## config.mk

```make
export PLATFORM = sky130hd
export DESIGN_NAME = keypad_entry
export DESIGN_NICKNAME = d
export VERILOG_FILES = /design/src/rtl/smart_room_pkg.sv /design/src/rtl/entry_timer.sv /design/src/rtl/keypad_entry.sv
export SDC_FILE = /design/constraint.sdc
export NUM_CORES = 1
export LEC_CHECK = 0
export CORE_MARGIN = 5
export CORE_UTILIZATION = 28
export CTS_CLUSTER_DIAMETER = 120
export DETAILED_ROUTE_END_ITERATION = 10
export PLACE_DENSITY_LB_ADDON = 0.3
export SYNTH_ARGS = -nofsm -noshare
export SYNTH_HDL_FRONTEND = slang
export SYNTH_SLANG_ARGS = --single-unit
```

## constraint.sdc

```tcl
create_clock -name clk -period 5.4 [get_ports clk]
set_input_delay 1.35 -clock clk [delete_from_list [all_inputs] [get_ports clk]]
set_output_delay 1.35 -clock clk [all_outputs]
set_load 0.01 [all_outputs]
```

## src/rtl/smart_room_pkg.sv

```systemverilog
// Shared keypad definitions: special key codes, blank digit value and entry state encoding.
package smart_room_pkg;

    localparam logic [3:0] KEY_BACKSPACE = 4'hB;
    localparam logic [3:0] KEY_CLEAR     = 4'hC;
    localparam logic [3:0] BLANK_DIGIT   = 4'hF;

    typedef enum logic [1:0] {
        IDLE    = 2'd0,
        COLLECT = 2'd1,
        READY   = 2'd2
    } entry_state_e;

    function automatic logic is_digit(input logic [3:0] k);
        return k <= 4'd9;
    endfunction

endpackage

```

## src/rtl/entry_timer.sv

```systemverilog
// Inactivity counter: counts enabled cycles since the last restart and flags the final one.
module entry_timer #(
    parameter int unsigned TIMEOUT_CYCLES = 1000000
) (
    input  logic clk,
    input  logic rst,
    input  logic enable,
    input  logic restart,
    output logic expire
);

    localparam int unsigned CW = $clog2(TIMEOUT_CYCLES);
    localparam logic [CW-1:0] LAST = CW'(TIMEOUT_CYCLES - 1);

    logic [CW-1:0] cnt_q;

    always_ff @(posedge clk or posedge rst) begin
        if (rst) begin
            cnt_q <= '0;
        end else if (!enable || restart || expire) begin
            cnt_q <= '0;
        end else begin
            cnt_q <= cnt_q + 1'b1;
        end
    end

    assign expire = enable && (cnt_q == LAST);

endmodule

```

## src/rtl/keypad_entry.sv

```systemverilog
// Assembles keypad digits into a four-digit candidate code, blank until complete.
// Optional inactivity timeout is built when ENTRY_TIMEOUT_EN is defined.
module keypad_entry
    import smart_room_pkg::*;
#(
    parameter int unsigned TIMEOUT_CYCLES = 1000000
) (
    input  logic       clk,
    input  logic       rst,
    input  logic [3:0] key,
    input  logic       key_valid,
    output logic [3:0] ipass0,
    output logic [3:0] ipass1,
    output logic [3:0] ipass2,
    output logic [3:0] ipass3,
    output logic       entry_valid,
    output logic       entry_done,
    output logic [2:0] digit_count,
    output logic       timed_out
);

    if (TIMEOUT_CYCLES < 2) begin : g_bad_timeout
        $error("keypad_entry: TIMEOUT_CYCLES must be at least 2");
    end

    entry_state_e state_q;
    logic [3:0]   buf_q   [4];
    logic [3:0]   ipass_q [4];
    logic [2:0]   cnt_q;
    logic         entry_valid_q;
    logic         entry_done_q;
    logic         timed_out_q;

    logic key_digit_c;
    logic accept_c;
    logic expire_c;
    logic timeout_c;

    assign key_digit_c = is_digit(key);
    assign accept_c    = key_valid && (key_digit_c || key == KEY_BACKSPACE || key == KEY_CLEAR);

`ifdef ENTRY_TIMEOUT_EN
    entry_timer #(
        .TIMEOUT_CYCLES(TIMEOUT_CYCLES)
    ) u_timer (
        .clk    (clk),
        .rst    (rst),
        .enable (state_q != IDLE),
        .restart(accept_c),
        .expire (expire_c)
    );
`else
    assign expire_c = 1'b0;
`endif

    // An accepted key on the expiry cycle takes priority over the timeout.
    assign timeout_c = expire_c && !accept_c;

    always_ff @(posedge clk or posedge rst) begin
        if (rst) begin
            state_q       <= IDLE;
            cnt_q         <= 3'd0;
            entry_valid_q <= 1'b0;
            entry_done_q  <= 1'b0;
            timed_out_q   <= 1'b0;
            for (int i = 0; i < 4; i++) begin
                buf_q[i]   <= BLANK_DIGIT;
                ipass_q[i] <= BLANK_DIGIT;
            end
        end else begin
            entry_done_q <= 1'b0;
            timed_out_q  <= 1'b0;
            if (timeout_c || (accept_c && key == KEY_CLEAR)) begin
                state_q       <= IDLE;
                cnt_q         <= 3'd0;
                entry_valid_q <= 1'b0;
                timed_out_q   <= timeout_c;
                for (int i = 0; i < 4; i++) begin
                    buf_q[i]   <= BLANK_DIGIT;
                    ipass_q[i] <= BLANK_DIGIT;
                end
            end else if (accept_c) begin
                case (state_q)
                    IDLE: begin
                        if (key_digit_c) begin
                            buf_q[0] <= key;
                            cnt_q    <= 3'd1;
                            state_q  <= COLLECT;
                        end
                    end
                    COLLECT: begin
                        if (key_digit_c) begin
                            buf_q[cnt_q[1:0]] <= key;
                            cnt_q             <= cnt_q + 3'd1;
                            if (cnt_q == 3'd3) begin
                                ipass_q[0]    <= buf_q[0];
                                ipass_q[1]    <= buf_q[1];
                                ipass_q[2]    <= buf_q[2];
                                ipass_q[3]    <= key;
                                entry_valid_q <= 1'b1;
                                entry_done_q  <= 1'b1;
                                state_q       <= READY;
                            end
                        end else begin
                            buf_q[cnt_q[1:0] - 2'd1] <= BLANK_DIGIT;
                            cnt_q                    <= cnt_q - 3'd1;
                            if (cnt_q == 3'd1) begin
                                state_q <= IDLE;
                            end
                        end
                    end
                    READY: begin
                        entry_valid_q <= 1'b0;
                        state_q       <= COLLECT;
                        for (int i = 0; i < 4; i++) begin
                            ipass_q[i] <= BLANK_DIGIT;
                        end
                        if (key_digit_c) begin
                            buf_q[0] <= key;
                            buf_q[1] <= BLANK_DIGIT;
                            buf_q[2] <= BLANK_DIGIT;
                            buf_q[3] <= BLANK_DIGIT;
                            cnt_q    <= 3'd1;
                        end else begin
                            buf_q[3] <= BLANK_DIGIT;
                            cnt_q    <= 3'd3;
                        end
                    end
                    default: begin
                        state_q <= IDLE;
                        cnt_q   <= 3'd0;
                    end
                endcase
            end
        end
    end

    assign ipass0      = ipass_q[0];
    assign ipass1      = ipass_q[1];
    assign ipass2      = ipass_q[2];
    assign ipass3      = ipass_q[3];
    assign entry_valid = entry_valid_q;
    assign entry_done  = entry_done_q;
    assign digit_count = cnt_q;
    assign timed_out   = timed_out_q;

endmodule

```

==> metrics, run 1 <==
RSZ-0062 raised after global routing=false; Pleak=0.9415 nW; CTS Sinks=35; Hold Path End=buf_q[14]$_DFFE_PP1P_; Synth top area share=36.57%; Synth top cells by count=nor2_1, dfstp_2, a21oi_1; Worst Setup End Kind=flop; CP arrival=3.79 ns; DR iter-0 viols=128; Peak Freq=279.8 MHz; Antenna Nets Post-Route=0; cell count of the worst hold path=2; fin. max-slew vios=0; starting density of the core=28.19%; PostCTS Resize Cnt=0; Worst setup SP type=input port; average footprint of a synthesized cell=9.314 sq um; FF-to-FF setup slack=2.90 ns; Clk pwr share=17.7%; 1st-pass router iterations=4; Clock transition at path regs=0.07 ns; Total Wirelength=4.651 mm; number of flops mapped to enable cells by yosys=0; Yosys Warn Count=0; layout cells sized above 1=22.88%; outcome=completed; hpwl dp=3.289 mm; min cycle time layout=3.574 ns; Sw Pwr=0.4852 mW; top cells by area, synth=dfstp_2, dfrtp_1, nor2_1; count leader, synth=nor2_1; Seq/Total Area, Yosys=45.27%; Setup TNS=0 ns; vias per std cell=4.866; pwr/cell area=575.3 nW/um^2; reg2reg path depth=6; dpl cells=327; Final Cycle Share=66.19%; Slew headroom=50.75%; grt peak-use layer=met2; Gate power share=43.5%; PnR Total Power=1.390 mW; leading register cell type out of synthesis=dfstp_2; total inserted antenna cells=0; row count=31; Clock Tree Root=clkbuf_8; Layout area overhead=20.09%; CP Class=input port to flop; Mapped Cells=216; cts bufs inserted=5; Post-CTS Setup Inserts=0; final non-filler cell total=335; #FFs+latches synth=35; FF-to-FF End=ipass3[3]$_DFFE_PP1P_; Clk Latency, worst-skew pair=0.29 ns; Mapped Area=2012 sq um; grt ovf=0; HP Class=flop to flop; CP Max Fanout=19; IO Port Bufs=27; Reg-to-Reg Start=state_q[0]$_DFFE_PP0P_; Max Root-Sink Buffers=2; HP Start=buf_q[14]$_DFFE_PP1P_; worst setup margin=1.826 ns; Int Power=0.9047 mW; total core area=7137 sq um; GR Util met2=16.85%; CP required=5.62 ns; Clock Skew=0.003756 ns; GP Congestion=0.8310; final hold violations=0; global-route wire length before repair=7.941 mm; number of global-route vias before repair=1562; die span in x=94.77 um; Die ar.=8980 sq um; layout net count=247; Worst Max-Slew Pin Slew=0.7372 ns; GRT met3 Usage=3.347%; distinct cell type count after synthesis=50; max_cap viols=0; initial antenna violation count=0; largest net degree at the start of global routing=36; htree depth=2; Sw Ratio=34.91%; Place WS=1.518 ns; asr flop ratio synth=100.0%; chip height=94.77 um; CTS tree=built; WL per Instance=13.88 um; CTS Hold Buffers Added=0; Flop pwr share=38.8%; total global-route track usage=11.55%; routed via count=1630; DRC Markers=0; GRT met1 Usage=15.91%; post-synth top area cell=dfstp_2; Synth Net Count=228; # IOs=29; Max VDD drop=0.0002176 V; Final setup viols=0
state kept, by name (all words and copies together), names as in the netlist:
register	cells
ipass2	4
ipass1	4
buf_q	12
ipass3	4
digit_count	3
ipass0	4
state_q	2
entry_done	1
entry_valid	1
worst max-delay path: stages:
cell             delay (ns)
clkdlybuf4s50_1        0.64
o21ai_2                0.58
a31oi_2                0.19
o21ai_2                0.51
buf_4                  0.33
nor2_1                 0.06
a21oi_1                0.13
worst max-delay path by stage:
stage,from,end,slack (ns)
6_report,key[2],ipass3[3]$_DFFE_PP1P_,1.83
4_1_cts,key[2],ipass3[3]$_DFFE_PP1P_,1.81
5_1_grt,key[2],ipass1[2]$_DFFE_PP1P_,1.49
3_3_place_gp,key[2],ipass3[2]$_DFFE_PP1P_,1.61
3_5_place_dp,key[2],ipass3[3]$_DFFE_PP1P_,1.52
2_1_floorplan,key[3],buf_q[15]$_DFFE_PP1P_,2.87
cell families (layout without fill, tap and decap cells):
| kind of cell | count (synthesis) | count (layout) | synth area share [%] |
|---|---|---|---|
| AO/OA/AOI/OAI | 74 | 74 | 25.37 |
| buffers and inverters | 28 | 48 | 8.146 |
| AND/OR/NAND/NOR | 72 | 72 | 17.48 |
| flip-flops | 35 | 35 | 45.27 |
| other | 1 | 1 | 0.1864 |
| adder cells (fa/ha/maj) | 5 | 5 | 3.109 |
| XOR/XNOR | 1 | 1 | 0.4354 |
per-stage QoR:
step	hold slack [ns]	utilization (%)	area, sq um
finish	0.4711	33.85	2416
global route	0.4988	33.85	2416
global placement	0.4553	32.21	2298
detailed placement	0.4643	32.21	2298
CTS	0.4759	33.85	2416
floorplan	0.4459	-	2012
metal layers:
layer	vias up	wire length [um]
li1	799	-
met1	790	2277
met2	34	2086
met3	7	220
met4	0	66
met5	-	0
layout by cell type, fill, tap and decap left out, types with 3 or more instances in the layout:
cell,count
a21oi_1,26
clkbuf_8,6
o21ai_2,3
o21ai_0,12
or2_2,3
nor3_1,5
o32a_1,3
dfrtp_1,7
dfstp_2,28
nand2_1,6
nor2b_1,3
a31oi_1,4
a2bb2oi_1,4
o22a_1,5
nor2_1,39
ha_1,5
clkdlybuf4s50_1,27
inv_1,11
power groups by stage:
stage	sequential [mW]	clock [mW]	combinational [mW]
after floorplan	0.553	0	0.380
after global placement	0.544	0	0.606
after detailed placement	0.546	0	0.607
after CTS	0.542	0.252	0.611
after global routing	0.560	0.264	0.684
final	0.539	0.246	0.605
area by class of cell:
type | count | area (sq um)
fillers | 753 | 4721
well taps | 99 | 123.9
flip-flops and latches | 35 | 910.9
repair buffers | 29 | 285.3
clock inverters | 2 | 35.03
clock buffers | 6 | 82.58
inverters | 11 | 41.29
multi-input cells | 153 | 937.1
(Power assumes the default switching activity.)
==> run 2, diff against run 1 <==
==> constraint.sdc (replaced) <==
create_clock -name clk -period 3.4 [get_ports clk]
set_input_delay 0.85 -clock clk [delete_from_list [all_inputs] [get_ports clk]]
set_output_delay 0.85 -clock clk [all_outputs]
set_load 0.01 [all_outputs]
==> metrics, run 2 (synthesis gave the netlist of run 1 again) <==
outcome=completed; Worst Max-Slew Pin Slew=0.6403 ns (-0.09694 ns); Clk pwr share=14.1% (-3.6 points); Die ar.=8980 sq um (unchanged); fin. max-slew vios=0 (unchanged); layout net count=251 (+1.6%); Slew headroom=57.23% (+6.5 points); CTS Hold Buffers Added=0 (unchanged); multi-input logic area=937.1 sq um (unchanged); Clk Latency, worst-skew pair=0.28 ns (about the same); Peak Freq=364.9 MHz; min cycle time layout=2.741 ns; Layout area overhead=20.09% (unchanged); final hold violations=0 (unchanged); CP required=3.60 ns (-2.02 ns); hpwl dp=3.377 mm (+2.7%); Clock transition at path regs=0.07 ns (about the same); total global-route track usage=11.10% (-0.45 points); number of global-route vias before repair=1618 (+3.6%); Antenna Nets Post-Route=0 (unchanged); DR iter-0 viols=116 (-9.4%); Post-CTS Setup Inserts=0 (unchanged); Place WS=0.3959 ns (-1.122 ns); GP Congestion=0.8394 (+1.0%); RSZ-0062 raised after global routing=false; Total Wirelength=4.725 mm (+1.6%); max_cap viols=0 (unchanged); HP Class=flop to flop; Setup TNS=0 ns (unchanged); DRC Markers=0 (unchanged); Reg area=910.9 sq um (unchanged); row count=31 (unchanged); Slowest cell on crit path=clkdlybuf4s50_1; Clock Tree Root=clkbuf_8; crit path cell chain=clkdlybuf4s50_1 -> and2b_1 -> o31ai_4 -> o21ai_2 -> buf_4 -> nor2_1 -> a21oi_1; placed cell area=2328 sq um (+1.3%); final instance area=2416 sq um (unchanged); Sw Pwr=0.7646 mW (+58%); max FFs per register=12 (unchanged); Final Cycle Share=80.61%; CP arrival=2.94 ns (-0.85 ns); routed via count=1638 (+0.49%); Max Root-Sink Buffers=2 (unchanged); worst setup margin=0.6592 ns (-1.166 ns); grt ovf=0 (unchanged); Clock Skew=0.004753 ns (+0.0009970 ns); vias per std cell=4.846 (-0.40%); CTS Sinks=35 (unchanged); CTS tree=built; total core area=7137 sq um (unchanged); Pleak=0.9465 nW (+0.52%); Int Power=1.363 mW (+51%); Sw Ratio=35.94% (+1.0 points); 1st-pass router iterations=4 (unchanged); Max VDD drop=0.0002440 V (+12%); htree depth=2 (unchanged); starting density of the core=28.19% (unchanged); Flop pwr share=40.2% (+1.4 points); total inserted antenna cells=0 (unchanged); pwr/cell area=880.4 nW/um^2 (+53%); Worst setup SP type=input port; IO Port Bufs=27 (unchanged); CP Max Fanout=33 (+14); Gate power share=45.7% (+2.2 points); die span in x=94.77 um (unchanged); Final setup viols=0 (unchanged); initial antenna violation count=0 (unchanged); CP Class=input port to flop; fill count=769 (+2.1%); PostCTS Resize Cnt=0 (unchanged); global-route wire length before repair=7.983 mm (+0.53%); Worst Setup End Kind=flop; cts bufs inserted=5 (unchanged); largest net degree at the start of global routing=36 (unchanged); Util after Layout=33.85% (unchanged); Top reg by flops=buf_q; chip height=94.77 um (unchanged); commonest non-fill, non-tap cell in the layout=nor2_1; layout cells sized above 1=23.85% (+0.97 points); # IOs=29 (unchanged); WL per Instance=13.98 um (+0.69%); most frequent cells in the layout=nor2_1, dfstp_2, clkdlybuf4s50_1; crit-path max cell delay=0.76 ns (+0.12 ns)
## run 2: cell types whose count changed in the layout (fill, tap and decap cells not counted)
cell | before | now
bufinv_16 | 1 | 0
buf_4 | 2 | 6
## run 2: area by class of cell
class                           instances  share of cell area, %
Clock buffer                            6                  3.418
Sequential cell                        35                  37.70
Multi-Input combinational cell        153                  38.79
Inverter                               11                  1.709
Tap cell                               99                  5.127
Timing Repair Buffer                   33                  13.05
Clock inverter                          1                 0.2071
## run 2: power by group through the flow
| stage | Clock [mW] | Combinational, mW | Sequential, mW |
|---|---|---|---|
| CTS | 0.311 | 0.984 | 0.860 |
| detailed placement | 0 | 0.974 | 0.866 |
| floorplan | 0 | 0.604 | 0.878 |
| finish | 0.301 | 0.972 | 0.855 |
| global route | 0.324 | 1.08 | 0.893 |
| global placement | 0 | 0.969 | 0.864 |
## run 2: final timing paths
path                                        start  slack [ns]  cells after the start                      end
setup / recovery                           key[2]        0.66                      7    ipass0[2]$_DFFE_PP1P_
hold / removal              buf_q[13]$_DFFE_PP1P_        0.47                      2    buf_q[13]$_DFFE_PP1P_
setup reg to reg           state_q[0]$_DFFE_PP0P_        1.27                      6    ipass3[2]$_DFFE_PP1P_
hold reg to reg             buf_q[13]$_DFFE_PP1P_        0.47                      2    buf_q[13]$_DFFE_PP1P_
max in group asynchronous                     rst        2.09                      3     buf_q[4]$_DFFE_PP1P_
min in group asynchronous                     rst        0.97                      3  entry_valid$_DFFE_PP0P_
## run 2: per-stage QoR
stage                     power, mW  hold WS [ns]  instances
after floorplan               1.483        0.4459        216
after global placement        1.833        0.4558        331
after detailed placement      1.840        0.4584        331
after CTS                     2.155        0.4703        338
after global routing          2.299        0.5108        338
final                         2.127        0.4671        338
## run 2: routing by layer
metal | global-route usage, % | share of wire [%]
met5 | 0 | 0
met3 | 2.789 | 5.2
met1 | 15.12 | 49
met2 | 17.50 | 45
met4 | 2.885 | 0.72
## run 2: worst max-delay path: cells and delay by family
kind,cells,cell delay (ns)
buffers and inverters,2,1.01
AND/OR/NAND/NOR,2,0.41
AO/OA/AOI/OAI,3,0.66
==> run 3, diff against run 2 <==
==> constraint.sdc (replaced) <==
create_clock -name clk -period 2.4 [get_ports clk]
set_input_delay 0.6 -clock clk [delete_from_list [all_inputs] [get_ports clk]]
set_output_delay 0.6 -clock clk [all_outputs]
set_load 0.01 [all_outputs]
==> metrics, run 3 (synthesis gave the netlist of run 1 again) <==
FF-to-FF setup slack=0.59 ns (-0.68 ns); worst hold margin=0.4729 ns (+0.005725 ns); Flop pwr share=37.2% (-3.0 points); Die ar.=8980 sq um (unchanged); max_cap viols=0 (unchanged); Clk Latency, worst-skew pair=0.29 ns (about the same); Post-CTS Setup Inserts=0 (unchanged); global-route wire length before repair=8.052 mm (+0.86%); Layout area overhead=31.03%; max FFs per register=12 (unchanged); most frequent cells in the layout=nor2_1, dfstp_2, clkdlybuf4s50_1; Top reg by flops=buf_q; fin. max-slew vios=0 (unchanged); final non-filler cell total=361 (+6.8%); Clk pwr share=17.2% (+3.1 points); CP required=2.60 ns (-1.00 ns); WL per Instance=13.51 um (-3.3%); Place WS=-0.003872 ns (-0.3997 ns); Int Power=2.105 mW (+54%); Sw Ratio=34.52% (-1.4 points); Gate power share=45.6% (about the same); final hold violations=0 (unchanged); starting density of the core=28.19% (unchanged); CP Max Fanout=6 (-82%); routed via count=1687 (+3.0%); pwr/cell area=1219 nW/um^2 (+38%); min cycle time layout=2.135 ns; PostCTS Resize Cnt=0 (unchanged); Clock transition at path regs=0.07 ns (about the same); worst setup margin=0.2655 ns (-0.3937 ns); vias per std cell=4.673 (-3.6%); CTS tree=built; DR iter-0 viols=126 (+8.6%); row count=31 (unchanged); HP Class=flop to flop; Pleak=1.073 nW (+13%); CTS Hold Buffers Added=0 (unchanged); layout net count=273 (+8.8%); hpwl dp=3.632 mm (+7.6%); htree depth=2 (unchanged); total inserted antenna cells=0 (unchanged); Worst Setup End Kind=flop; GP Congestion=0.8532 (+1.6%); Max VDD drop=0.0004182 V (+71%); Peak Freq=468.5 MHz; CP arrival=2.33 ns (-0.61 ns); largest net degree at the start of global routing=36 (unchanged); Worst setup SP type=input port; 1st-pass router iterations=4 (unchanged); DRC Markers=0 (unchanged); CP Class=input port to flop; chip height=94.77 um (unchanged); outcome=completed; number of global-route vias before repair=1619 (+0.062%); initial antenna violation count=0 (unchanged); Total Wirelength=4.878 mm (+3.2%); Antenna Nets Post-Route=0 (unchanged); IO Port Bufs=27 (unchanged); Max Root-Sink Buffers=2 (unchanged); grt ovf=0 (unchanged); PnR Total Power=3.214 mW (+51%); Setup TNS=0 ns (unchanged); layout cells sized above 1=30.53% (+6.7 points); Clock Skew=0.005798 ns (+0.001045 ns); Clock Tree Root=clkbuf_8; # IOs=29 (unchanged); dpl cells=353 (+6.6%); Final setup viols=0 (unchanged); total global-route track usage=11.36% (+0.26 points); Sw Pwr=1.110 mW (+45%); RSZ-0062 raised after global routing=false; Final Cycle Share=88.94%; cts bufs inserted=5 (unchanged); die span in x=94.77 um (unchanged); commonest non-fill, non-tap cell in the layout=nor2_1; total core area=7137 sq um (unchanged); CTS Sinks=35 (unchanged)
-- run 3: changes by cell type in the layout (fill, tap and decap cells not counted) --
cell and delta:
buf_12 +2, bufinv_16 +1, buf_4 +20
-- run 3: area by class of cell --
cell class	count	area, sq um
clock inverters	2	35.03
repair buffers	55	505.5
multi-input cells	153	937.1
clock buffers	6	82.58
fillers	779	4501
flip-flops and latches	35	910.9
inverters	11	41.29
well taps	99	123.9
-- run 3: worst max-delay path: stages --
cell and delay [ns]:
clkdlybuf4s50_1 0.56, buf_4 0.18, o21a_1 0.25, nor3_1 0.07, o221ai_1 0.39, nor3_1 0.11, a211oi_1 0.18
-- run 3: worst paths after layout --
path                                         from                          to  cells past startpoint
hold reg to reg             buf_q[14]$_DFFE_PP1P_       buf_q[14]$_DFFE_PP1P_                      2
hold / removal              buf_q[14]$_DFFE_PP1P_       buf_q[14]$_DFFE_PP1P_                      2
max in group asynchronous                     rst       buf_q[12]$_DFFE_PP1P_                      3
setup reg to reg           state_q[1]$_DFFE_PP0P_        buf_q[4]$_DFFE_PP1P_                      6
min in group asynchronous                     rst  digit_count[2]$_DFFE_PP0P_                      3
setup / recovery                           key[1]       buf_q[12]$_DFFE_PP1P_                      7
-- run 3: per-stage QoR --
stage / util, % / area (sq um)
floorplan: - / 2012
global placement: 35.29 / 2519
detailed placement: 35.29 / 2519
CTS: 36.94 / 2636
global route: 36.94 / 2636
finish: 36.94 / 2636
-- run 3: power groups by stage --
| stage | logic (mW) | registers [mW] | clock network [mW] |
|---|---|---|---|
| finish | 1.47 | 1.19 | 0.553 |
| global route | 1.63 | 1.24 | 0.599 |
| CTS | 1.48 | 1.20 | 0.575 |
| detailed placement | 1.47 | 1.21 | 0 |
| global placement | 1.47 | 1.20 | 0 |
| floorplan | 0.856 | 1.24 | 0 |
-- run 3: metal layers --
layer  track usage (%)  part of all wire (%)
met5                 0                     0
met1             15.79                    50
met2             17.50                    45
met4             3.245                  0.78
met3             2.709                   4.0
